[config.mk]
export PLATFORM = sky130hd
export DESIGN_NAME = hazard_unit
export DESIGN_NICKNAME = d
export VERILOG_FILES = /design/src/rtl/hazard_pkg.sv /design/src/rtl/mdu_stall_fsm.sv /design/src/rtl/hazard_unit.sv
export SDC_FILE = /design/constraint.sdc
export NUM_CORES = 1
export LEC_CHECK = 0
export CORE_ASPECT_RATIO = 0.6
export CORE_UTILIZATION = 30
export CTS_BUF_LIST = sky130_fd_sc_hd__clkbuf_2 sky130_fd_sc_hd__clkbuf_4 sky130_fd_sc_hd__clkbuf_8
export CTS_CLUSTER_SIZE = 12
export DETAILED_ROUTE_END_ITERATION = 8
export GPL_ROUTABILITY_DRIVEN = 0
export GPL_TIMING_DRIVEN = 0
export HOLD_SLACK_MARGIN = 0.1
export PLACE_DENSITY_LB_ADDON = 0.2
export SLEW_MARGIN = 25
export SYNTH_ARGS = -nofsm -noshare
export SYNTH_HDL_FRONTEND = slang
export SYNTH_SLANG_ARGS = --single-unit
[constraint.sdc]
create_clock -name clk -period 1.7 [get_ports clk]
set_input_delay 0.17 -clock clk [delete_from_list [all_inputs] [get_ports clk]]
set_output_delay 0.17 -clock clk [all_outputs]
set_load 0.005 [all_outputs]
[src/rtl/hazard_pkg.sv]
// hazard_pkg
//   Shared types and default latencies for the pipeline hazard unit.
//   mdu_state_t  : MDU occupancy FSM states (IDLE, BUSY, DONE)
//   MUL_LAT_DEF  : default cycles a MUL occupies Execute
//   DIV_LAT_DEF  : default cycles a DIV/REM occupies Execute
//   CNT_W_DEF    : default width of the MDU countdown counter
package hazard_pkg;

  typedef enum logic [1:0] {
    IDLE = 2'd0,
    BUSY = 2'd1,
    DONE = 2'd2
  } mdu_state_t;

  localparam int MUL_LAT_DEF = 4;
  localparam int DIV_LAT_DEF = 33;
  localparam int CNT_W_DEF   = 6;

endpackage

[src/rtl/mdu_stall_fsm.sv]
// mdu_stall_fsm
//   Tracks how long a multi-cycle MUL/DIV occupies Execute.
//   Ports:
//     clk    in   core clock
//     reset  in   synchronous, active-low reset
//     start  in   MUL/DIV entering Execute (1-cycle pulse)
//     div    in   1=DIV/REM, 0=MUL; qualified by start
//     branch in   taken branch in Execute; squashes a coincident start
//     busy   out  pipe must be held this cycle (start cycle or BUSY)
//     state  out  current FSM state, for debug/checkers
//   Protocol: a start is accepted in IDLE or DONE when no branch is taken
//   that cycle. An accepted op occupies Execute for LAT cycles: the start
//   cycle, LAT-2 BUSY cycles, and one DONE cycle in which the result is valid.
//   Starts seen while BUSY are ignored because the instruction is frozen.
module mdu_stall_fsm
  import hazard_pkg::*;
#(
  parameter int MUL_LAT = MUL_LAT_DEF,
  parameter int DIV_LAT = DIV_LAT_DEF,
  parameter int CNT_W   = CNT_W_DEF
) (
  input  logic       clk,
  input  logic       reset,
  input  logic       start,
  input  logic       div,
  input  logic       branch,
  output logic       busy,
  output mdu_state_t state
);

  // Number of BUSY cycles between the start cycle and the DONE cycle.
  localparam logic [CNT_W-1:0] MUL_RUN = CNT_W'(MUL_LAT - 2);
  localparam logic [CNT_W-1:0] DIV_RUN = CNT_W'(DIV_LAT - 2);

  mdu_state_t       state_next;
  logic [CNT_W-1:0] cnt;
  logic [CNT_W-1:0] cnt_next;
  logic [CNT_W-1:0] run_len;

  always_ff @(posedge clk) begin
    if (!reset) begin
      state <= IDLE;
      cnt   <= '0;
    end else begin
      state <= state_next;
      cnt   <= cnt_next;
    end
  end

  // cnt holds the BUSY cycles still to go, including the current one.
  always_comb begin
    state_next = state;
    cnt_next   = cnt;
    busy       = 1'b0;
    run_len    = div ? DIV_RUN : MUL_RUN;
    case (state)
      BUSY: begin
        busy = 1'b1;
        if (cnt <= CNT_W'(1)) begin
          state_next = DONE;
          cnt_next   = '0;
        end else begin
          cnt_next = cnt - CNT_W'(1);
        end
      end
      default: begin
        state_next = IDLE;
        if (start && !branch) begin
          busy = 1'b1;
          if (run_len == '0) begin
            state_next = DONE;
          end else begin
            state_next = BUSY;
            cnt_next   = run_len;
          end
        end
      end
    endcase
  end

endmodule

[src/rtl/hazard_unit.sv]
// hazard_unit
//   Stall/flush controller for the 5-stage RV32 pipeline: load-use stalls,
//   branch/jump flushes and holding the pipe during multi-cycle MUL/DIV.
//   Ports:
//     clk, reset         core clock; synchronous active-low reset
//     rs1_D, rs2_D       Decode source registers
//     rd_E, mem_read_E   Execute destination register / load flag
//     pc_src_E           taken branch/jump resolved in Execute
//     mdu_start_E        MUL/DIV entering Execute (1-cycle pulse)
//     mdu_div_E          1=DIV/REM, 0=MUL
//     stall_F/D/E        hold PC, F/D and D/E registers
//     flush_D/E          clear F/D and D/E registers
//     mdu_busy/mdu_done  MDU in progress / result valid this cycle
//     stall_cnt          cycles with stall_F=1
//     flush_cnt          cycles with flush_D=1
//   Build option: define HAZARD_PERF_CNT_EN to implement the two performance
//   counters; otherwise they are tied to zero and no counter flops exist.
//   All outputs are forced low while reset is asserted.
module hazard_unit
  import hazard_pkg::*;
#(
  parameter int MUL_LAT = MUL_LAT_DEF,
  parameter int DIV_LAT = DIV_LAT_DEF,
  parameter int CNT_W   = CNT_W_DEF
) (
  input  logic        clk,
  input  logic        reset,
  input  logic [4:0]  rs1_D,
  input  logic [4:0]  rs2_D,
  input  logic [4:0]  rd_E,
  input  logic        mem_read_E,
  input  logic        pc_src_E,
  input  logic        mdu_start_E,
  input  logic        mdu_div_E,
  output logic        stall_F,
  output logic        stall_D,
  output logic        stall_E,
  output logic        flush_D,
  output logic        flush_E,
  output logic        mdu_busy,
  output logic        mdu_done,
  output logic [31:0] stall_cnt,
  output logic [31:0] flush_cnt
);

  logic       load_use;
  logic       fsm_busy;
  mdu_state_t mdu_state;

  mdu_stall_fsm #(
    .MUL_LAT (MUL_LAT),
    .DIV_LAT (DIV_LAT),
    .CNT_W   (CNT_W)
  ) u_mdu_fsm (
    .clk    (clk),
    .reset  (reset),
    .start  (mdu_start_E),
    .div    (mdu_div_E),
    .branch (pc_src_E),
    .busy   (fsm_busy),
    .state  (mdu_state)
  );

  // x0 is hardwired to zero, so a load targeting it can never be a hazard.
  assign load_use = mem_read_E && (rd_E != 5'd0) &&
                    ((rd_E == rs1_D) || (rd_E == rs2_D));

  // Priority: MDU hold > branch flush > load-use stall. While the MDU holds
  // the pipe the Execute instruction is frozen, so its branch/load state is
  // not acted on. A branch squashes a coincident MDU start (fsm_busy low).
  always_comb begin
    stall_F  = 1'b0;
    stall_D  = 1'b0;
    stall_E  = 1'b0;
    flush_D  = 1'b0;
    flush_E  = 1'b0;
    mdu_busy = 1'b0;
    mdu_done = 1'b0;
    if (reset) begin
      if (fsm_busy) begin
        stall_F  = 1'b1;
        stall_D  = 1'b1;
        stall_E  = 1'b1;
        mdu_busy = 1'b1;
      end else if (pc_src_E) begin
        flush_D = 1'b1;
        flush_E = 1'b1;
      end else if (load_use) begin
        stall_F = 1'b1;
        stall_D = 1'b1;
        flush_E = 1'b1;
      end
      mdu_done = (mdu_state == DONE);
    end
  end

`ifdef HAZARD_PERF_CNT_EN
  logic [31:0] stall_q;
  logic [31:0] flush_q;

  always_ff @(posedge clk) begin
    if (!reset) begin
      stall_q <= '0;
      flush_q <= '0;
    end else begin
      if (stall_F) stall_q <= stall_q + 32'd1;
      if (flush_D) flush_q <= flush_q + 32'd1;
    end
  end

  assign stall_cnt = reset ? stall_q : 32'd0;
  assign flush_cnt = reset ? flush_q : 32'd0;
`else
  assign stall_cnt = 32'd0;
  assign flush_cnt = 32'd0;
`endif

endmodule
---- Word level (Yosys, flattened, before mapping) ----
Index checks and enable logic that the tools add are counted.
word-level totals
  bits in registers ....................... 8
  word-level logic and storage cells ...... 43
operators by class
  magnitude comparators ................... 1
  eq/ne operators ......................... 6
  multiplexer cells ....................... 24
  add/subtract/negate cells ............... 1
  reduce and logical (&&, ||, !) cells .... 9
operator list
  cell                                                                               count
  6-bit 2-to-1 mux                                                                   4
  1-bit 2-to-1 mux                                                                   15
  5-bit == test                                                                      2
  2-bit 2-to-1 mux                                                                   4
  6-bit by 1-bit less-or-equal comparator with 1-bit output (second input constant)  1
  6-bit zero test                                                                    1
  6-bit by 1-bit subtractor with 6-bit output (second input constant)                1
  5-bit 2-to-1 mux                                                                   1
  5-bit nonzero test                                                                 1
  1-bit logical AND                                                                  3
  2-bit by 1-bit == test with 1-bit output (second input constant)                   1
  2-bit == test (second input constant)                                              1
  2-bit by 1-bit inequality test with 1-bit output (second input constant)           1
  2-bit inequality test (second input constant)                                      1
  2-bit AND reduction                                                                1
  2-bit nonzero test                                                                 1
  1-bit zero test                                                                    1
  1-bit logical OR                                                                   1

---- Depth between registers and ports, before layout ----
Gate-level depths: netlist (run 1).
  word-level depth ........................ 7
  gate-level depth with buffers ........... 6
  mapped depth without buffers ............ 6

---- Cells and area by module ----
A second synthesis (run 1) with hierarchy kept.
unflattened totals
  cells, all modules ...................... 145
  area total of the unflattened synthesis .. 1139.8 sq um
by module, submodules not included
  module         cells an instance  area each (sq um)  instances  sequential area each (sq um)
  hazard_unit    93                 681.9              1          0.0
  mdu_stall_fsm  52                 457.9              1          160.2

---- Worst setup path after synthesis (run 1) ----
OpenSTA, ideal clock, no wires.
  path kind ............................... flip-flop to flip-flop
  start ................................... register u_mdu_fsm.cnt[2]
  end ..................................... register u_mdu_fsm.cnt[5]
  arrival time ............................ 1.333 ns
  path slack .............................. 0.252 ns
  setup time .............................. 0.116 ns
  buffers on the path ..................... 0
  period minus slack after synthesis ...... 1.448 ns
  stages on the path, launching flop included .. 5
  cells stage by stage .................... dfxtp_1 > or4_4 > o21a_1 > a21oi_1 > and3b_1
on the way
  word-level cells in the longest chain between the ends .. 3
ends and longest elaborated chain
  what                                                                                                                             line                                      source
  start, declared                                                                                                                  mdu_stall_fsm.sv:36                       logic [CNT_W-1:0] cnt;
  start signal, assigned                                                                                                           mdu_stall_fsm.sv:46                       cnt <= cnt_next;
  6-bit by 1-bit subtractor with 6-bit output / 6-bit by 1-bit less-or-equal comparator with 1-bit output (equally long branches)  mdu_stall_fsm.sv:63, mdu_stall_fsm.sv:59
  6-bit 2-to-1 mux *                                                                                                               mdu_stall_fsm.sv:59                       if (cnt <= CNT_W'(1)) begin
  6-bit 2-to-1 mux *                                                                                                               mdu_stall_fsm.sv:56                       case (state)
Mark *: on every way between the ends. The rest lies on a longest branch, timed or not.
A chain may end at the register's enable or synchronous reset.

---- Worst setup path after layout (run 1) ----
  start ................................... input port rd_E[3]
  end ..................................... output port stall_F
on the way
  word-level cells in the longest chain between the ends .. 7
ends and longest elaborated chain
  what                                                          line                                  source
  start, declared                                               hazard_unit.sv:30                     input logic [4:0] rd_E,
  5-bit == test / 5-bit nonzero test (equally long branches)    hazard_unit.sv:66, hazard_unit.sv:65
  1-bit logical OR / 1-bit logical AND (equally long branches)  hazard_unit.sv:66, hazard_unit.sv:65
  1-bit logical AND *                                           hazard_unit.sv:65                     assign load_use = mem_read_E && (rd_E != 5'd0) &&
  1-bit 2-to-1 mux *                                            hazard_unit.sv:88                     end else if (load_use) begin
  1-bit 2-to-1 mux *                                            hazard_unit.sv:85                     end else if (pc_src_E) begin
  1-bit 2-to-1 mux *                                            hazard_unit.sv:80                     if (fsm_busy) begin
  1-bit 2-to-1 mux *                                            hazard_unit.sv:79                     if (reset) begin
  end, declared                                                 hazard_unit.sv:35                     output logic stall_F,
Marked as above.

==> flow_summary.toml, run 1 <==
[finish]
final_util_pct = 53.8
fin_nets = 264
final_common_cell = "buf_4"
drive_above_1_share_pct = 41.0
syn_to_final_growth_pct = 65.3
n_antenna_cell = 0
layout_common_cells = "74 x buf_4, 64 x conb_1, 10 x xor2_1"

[synth]
synth-seq-cells = 8
syn_avg_cell_area_um2 = 7.88
synth-edff-count = 0
synthCells = 139
async_flop_share_pct = 0
yosysSeqAreaShare_pct = 14.6
synth_cell_types = 28
ys_warn_count = 0
syn_area_mm2 = 0.00109
synth_ff_type = "dfxtp_1"

[sta]
fin_crit_ns = 1.72
clock_skew_ns = 0.00148
fmax_mhz = 580
final.period_utilization_pct = 101
fin_hold_ws_ns = 0.373
rsz0062_at_grt = "yes"
slew_violations = 0
hold_viol = 0
setup_ws_ns = -0.0243
setup_viol = 1

[power]
vdd_drop_max_uv = 343
cellPowerDensity_mw_per_mm2 = 489
power_leakage_nw = 1.12

[run]
cap_viol_max_count = 0

[cts]
cts_hold_buf = 0
cts_tree = "done"
cts-buffers-inserted = 3
ctsHtreeMaxLevel = 1
clkTransAtPathRegs_ns = 0.04
cts-root-buf = "clkbuf_8"
clk_latency_ns = 0.23
clock-sinks = 8
cts_buffer_depth = 2

[place]
port_buffers = 27
place_hpwl_um = 2010
place_ws_ns = -0.870

[global_routing]
grt_pass1_vias = 806
grtUsageTotal_pct = 12.7
grt-ovfl-total = 0
grt_max_degree = 8
grt_pass1_wl_um = 3800
antenna_found_initial = 0

[floorplan]
die_area_mm2 = 0.00390
core_mm2 = 0.00336
die_y_um = 48.8
io_pins = 92
fp-row-count = 16
fp.dieW_um = 80.0
start_util_pct = 32.6

[drt]
dr.pass1.iters = 6
drtAntennaViolNets = 0
dr_total_vias = 1025
via_per_inst = 3.61
drc = 0
post_drt_wl_per_cell_um = 9.16
drt_iter0_drc = 29
wirelength_um = 2600

[worst_setup_path]
end_kind = "output pin"
cp.arrival_ns = 1.55
crit_type = "primary input to output pin"
path_cells = "clkdlybuf4s15_1 -> xor2_1 -> nor3_2 -> a22oi_2 -> o41ai_4 -> buf_4 -> buf_4"
cp-start-kind = "primary input"
cpMostUsedCell = "buf_4"
cp_slowest_stage_delay_ns = 0.36
cp.required_ns = 1.53
cpMaxStageDelayCell = "o41ai_4"
worst-path-max-fanout = 3

[status]
failed_checks = "negative setup slack"
status = "finished, violations left"

[hold_path]
hold_path.class = "primary input to flip-flop"
## flip-flops by register name (all words and copies together) (netlist names)
name             cells
u_mdu_fsm.cnt        6
u_mdu_fsm.state      2
## worst max-delay path: cells and delay by family
kind	cells	cell delay (ns)
and+or+nand+nor	1	0.20
xor gates and xnor gates	1	0.19
buffers and inverters	3	0.49
AOI/OAI and AO/OA	2	0.51
## synthesized netlist by cell type, drive strengths merged (2+ instances only)
cell   count  area share [%]
nor3       3             1.4
nor3b      3             2.1
o21a       3             2.1
a21oi      6             2.7
buf       66              45
inv        5             1.7
or4        2             1.7
nand3      2            0.91
and3b      2             1.6
ha         2             2.3
nor2       8             2.7
xor2      10             8.0
nand2      2            0.69
o41ai      2             1.6
o221a      3             3.1
dfxtp      8              15
o21ai      3             2.1
## metrics by stage
stage / cells / total power [mW] / cell area (um2) / TNS, ns
2_1_floorplan: 202 / 0.505 / 1330 / 0
3_3_place_gp: 274 / 0.612 / 1660 / -3.44
3_5_place_dp: 274 / 0.616 / 1660 / -3.40
4_1_cts: 283 / 0.865 / 1780 / 0
5_1_grt: 284 / 0.940 / 1810 / -0.0901
6_report: 284 / 0.884 / 1810 / -0.0243
## area by class of cell
type	count	area [um2]
flip-flops and latches	8	163
plain buffers	67	509
clock buffers	3	41.3
repair buffers	34	302
well taps	45	56.3
inverters	5	18.8
multi-input cells	122	719
fillers	343	1550
## worst paths after layout
kind | endpoint | cells past startpoint | startpoint | slack, ns
min reg2reg | u_mdu_fsm.cnt[1]$_SDFFE_PN0N_ | 1 | u_mdu_fsm.cnt[1]$_SDFFE_PN0N_ | 0.54
max reg2reg | u_mdu_fsm.cnt[3]$_SDFFE_PN0N_ | 4 | u_mdu_fsm.cnt[2]$_SDFFE_PN0N_ | 0.07
max | stall_F | 7 | rd_E[3] | -0.02
min | u_mdu_fsm.state[1]$_SDFFE_PN0P_ | 3 | reset | 0.37
## per-layer routing
metal	track usage (%)	share of wire, %	vias to the layer above
met2	19.1	44	63
met3	3.55	10	10
met1	18.1	45	418
met5	0	0	-
met4	2.68	1.5	0
li1	-	-	534
## repair_timing
item	CTS	global route
buffers inserted	6	1
pin swaps	7	8
setup endpoints to repair	7	8
resized for setup	40	18
## cells by family (layout without fill, tap and decap cells)
group	count (synthesis)	in the layout	share of synthesized area, %
buffers and inverters	72	109	47.3
flip-flops	8	8	14.6
adder cells (fa/ha/maj)	2	2	2.29
XOR/XNOR	10	10	8.00
other	1	64	0.343
AO/OA/AOI/OAI	21	21	14.6
AND/OR/NAND/NOR	25	25	12.8
## where the power goes
group	switching (mW)	internal (mW)	total (mW)
clock network	0.0789	0.154	0.233
logic	0.189	0.230	0.419
registers	0.0227	0.209	0.232
total	0.291	0.593	0.884
Note: power is estimated with default switching activity, not from simulation.
==> inputs of run 2 (changes only) <==
--- a/config.mk
+++ b/config.mk
@@ -5,6 +5,7 @@
 export SDC_FILE = /design/constraint.sdc
 export NUM_CORES = 1
 export LEC_CHECK = 0
+export CAP_MARGIN = 10
 export CORE_ASPECT_RATIO = 0.6
 export CORE_UTILIZATION = 30
 export CTS_BUF_LIST = sky130_fd_sc_hd__clkbuf_2 sky130_fd_sc_hd__clkbuf_4 sky130_fd_sc_hd__clkbuf_8
@@ -14,6 +15,7 @@
 export GPL_TIMING_DRIVEN = 0
 export HOLD_SLACK_MARGIN = 0.1
 export PLACE_DENSITY_LB_ADDON = 0.2
+export REMOVE_ABC_BUFFERS = 1
 export SLEW_MARGIN = 25
 export SYNTH_ARGS = -nofsm -noshare
 export SYNTH_HDL_FRONTEND = slang
==> run 2 against run 1 <==
Against the previous run: the flow now finishes without violations; sequential share of layout area increased by 3.5 points; first-iteration DRC count decreased by 6.9%; worst hold slack improved by 0.16 ns; global-route usage is 2.5 points lower; die area is the same; power fell by 15%; flip-flop and latch count stayed put; fmax increased by 5.7%.
==> flow_summary.toml, run 2 (synthesis gave the netlist of run 1 again) <==
[finish]
largest_reg_flops = 6
seqCellArea_um2 = 160
drive_above_1_share_pct = 13.6
fin_nets = 194
layout_common_cells = "64 x conb_1, 10 x xor2_1, 10 x dlymetal6s2s_1"
n_antenna_cell = 0
registers.top_by_ff_count = "u_mdu_fsm.cnt"
syn_to_final_growth_pct = 16.8
multi_input_area_um2 = 702
nFillCells = 357
fin_area_mm2 = 0.00128
final_common_cell = "conb_1"
top_regs = "u_mdu_fsm.cnt (6), u_mdu_fsm.state (2)"
layoutNonFillerInstCount = 214

[place]
port_buffers = 27
place_inst = 207
postPlaceCellArea_mm2 = 0.00116
place_hpwl_um = 1720

[status]
status = "complete, no violations"

[floorplan]
start_util_pct = 32.6
fp.dieW_um = 80.0
die_y_um = 48.8
die_area_mm2 = 0.00390
core_mm2 = 0.00336
io_pins = 92
fp-row-count = 16

[worst_setup_path]
worst-path-max-fanout = 7
cp.arrival_ns = 1.46
end_kind = "output pin"
timing.rr.end = "u_mdu_fsm.cnt[3]$_SDFFE_PN0N_"
worstRegToRegCells = 4
cp.required_ns = 1.53
rrSetupSlack_ns = 0.13
cp-start-kind = "flip-flop"
crit_type = "flip-flop to output pin"
r2r_start = "u_mdu_fsm.state[0]$_SDFFE_PN0P_"

[power]
finalPower_mw = 0.753
seqPwrFrac_pct = 30.4
clkPwrFrac_pct = 31.2
switchingPower_mw = 0.263
sw_frac_of_total_pct = 34.9
power_leakage_nw = 0.742
cellPowerDensity_mw_per_mm2 = 589
pwr-share-comb_pct = 38.4
vdd_drop_max_uv = 413
p_int_mw = 0.490

[cts]
clk_latency_ns = 0.23
cts_tree = "done"
cts_buffer_depth = 2
clock-sinks = 8
cts-buffers-inserted = 3
ctsHtreeMaxLevel = 1
cts_hold_buf = 0
clkTransAtPathRegs_ns = 0.04
cts-root-buf = "clkbuf_8"

[drt]
dr.pass1.iters = 4
dr_total_vias = 801
drc = 0
post_drt_wl_per_cell_um = 10.1
drt_iter0_drc = 27
via_per_inst = 3.74
wirelength_um = 2160
drtAntennaViolNets = 0

[hold_path]
holdPathStages = 2
hold_path.class = "primary input to flip-flop"
hp-start = "reset"
whs_endpoint = "u_mdu_fsm.cnt[1]$_SDFFE_PN0N_"

[run]
cap_viol_max_count = 0

[sta]
setup_viol = 0
hold_viol = 0
final.period_utilization_pct = 96.0
clock_skew_ns = 0.000569
fmax_mhz = 613
fin_crit_ns = 1.63
slew_violations = 0
rsz0062_at_grt = "yes"

[global_routing]
grt-ovfl-total = 0
antenna_found_initial = 0
grtUsageTotal_pct = 10.2
grt_max_degree = 12
grt_pass1_wl_um = 3020
grt_pass1_vias = 648
## run 2: cell type report
cell class | instances | area share [%]
clock buffer | 3 | 3.23
inverter | 5 | 1.47
multi-input combinational | 122 | 54.9
sequential | 8 | 12.5
tap | 45 | 4.40
timing repair buffer | 31 | 23.5
## run 2: power groups by stage
stage | Sequential (mW) | Clock (mW) | Combinational (mW)
global placement | 0.230 | 0 | 0.269
global route | 0.231 | 0.255 | 0.325
finish | 0.229 | 0.235 | 0.289
CTS | 0.228 | 0.235 | 0.280
floorplan | 0.226 | 0 | 0.165
detailed placement | 0.231 | 0 | 0.275
## run 2: critical path, cell delays in order (launching register included)
cell,delay [ns]
dfxtp_1,0.33
nand2b_1,0.18
o21ai_4,0.08
buf_4,0.17
o41ai_2,0.31
buf_2,0.17
## run 2: worst max path at each step
stage                                    endpoint  slack [ns]  depth (start not counted)                       startpoint
floorplan           u_mdu_fsm.cnt[5]$_SDFFE_PN0N_        0.25                          4    u_mdu_fsm.cnt[2]$_SDFFE_PN0N_
global placement                          stall_F       -0.67                          6                          rd_E[3]
detailed placement                        stall_D       -0.70                          6                          rd_E[2]
CTS                                      mdu_busy       0.001                          6                      mdu_start_E
global route                              flush_E       -0.02                          5  u_mdu_fsm.state[1]$_SDFFE_PN0P_
finish                                    flush_E        0.07                          5  u_mdu_fsm.state[1]$_SDFFE_PN0P_
## run 2: metrics by stage
step,TNS [ns],hold WS [ns],setup slack (ns),utilization (%)
6_report,0,0.534,0.0682,38.0
5_1_grt,-0.0580,0.542,-0.0222,38.0
4_1_cts,0,0.529,0.00123,36.2
3_5_place_dp,-2.67,0.541,-0.699,34.4
3_3_place_gp,-2.55,0.537,-0.671,34.4
2_1_floorplan,0,0.303,0.252,-
## run 2: timing repair
action	in CTS	in global routing
buffers inserted	1	3
endpoints found under the setup margin	7	7
pin swaps	7	6
resized for setup	28	13
## run 2: per-layer routing
metal / vias up / part of all wire (%) / wire (um) / GRT usage, %
met4: 0 / 1.3 / 27 / 1.79
met3: 2 / 4.8 / 104 / 3.93
met5: - / 0 / 0 / 0
met2: 33 / 48 / 1040 / 14.0
li1: 393 / - / - / -
met1: 373 / 46 / 992 / 15.1
==> inputs of run 3 (changes only) <==
--- a/config.mk
+++ b/config.mk
@@ -14,9 +14,10 @@
 export GPL_ROUTABILITY_DRIVEN = 0
 export GPL_TIMING_DRIVEN = 0
 export HOLD_SLACK_MARGIN = 0.1
+export MAX_ROUTING_LAYER = met4
 export PLACE_DENSITY_LB_ADDON = 0.2
 export REMOVE_ABC_BUFFERS = 1
-export SLEW_MARGIN = 25
+export SLEW_MARGIN = 20
 export SYNTH_ARGS = -nofsm -noshare
 export SYNTH_HDL_FRONTEND = slang
 export SYNTH_SLANG_ARGS = --single-unit
==> results of run 3 <==
The final DEF is identical to that of run 2; final timing and power are the same.
Among the figures that moved: overall routing resource usage 10.2% -> 10.5%
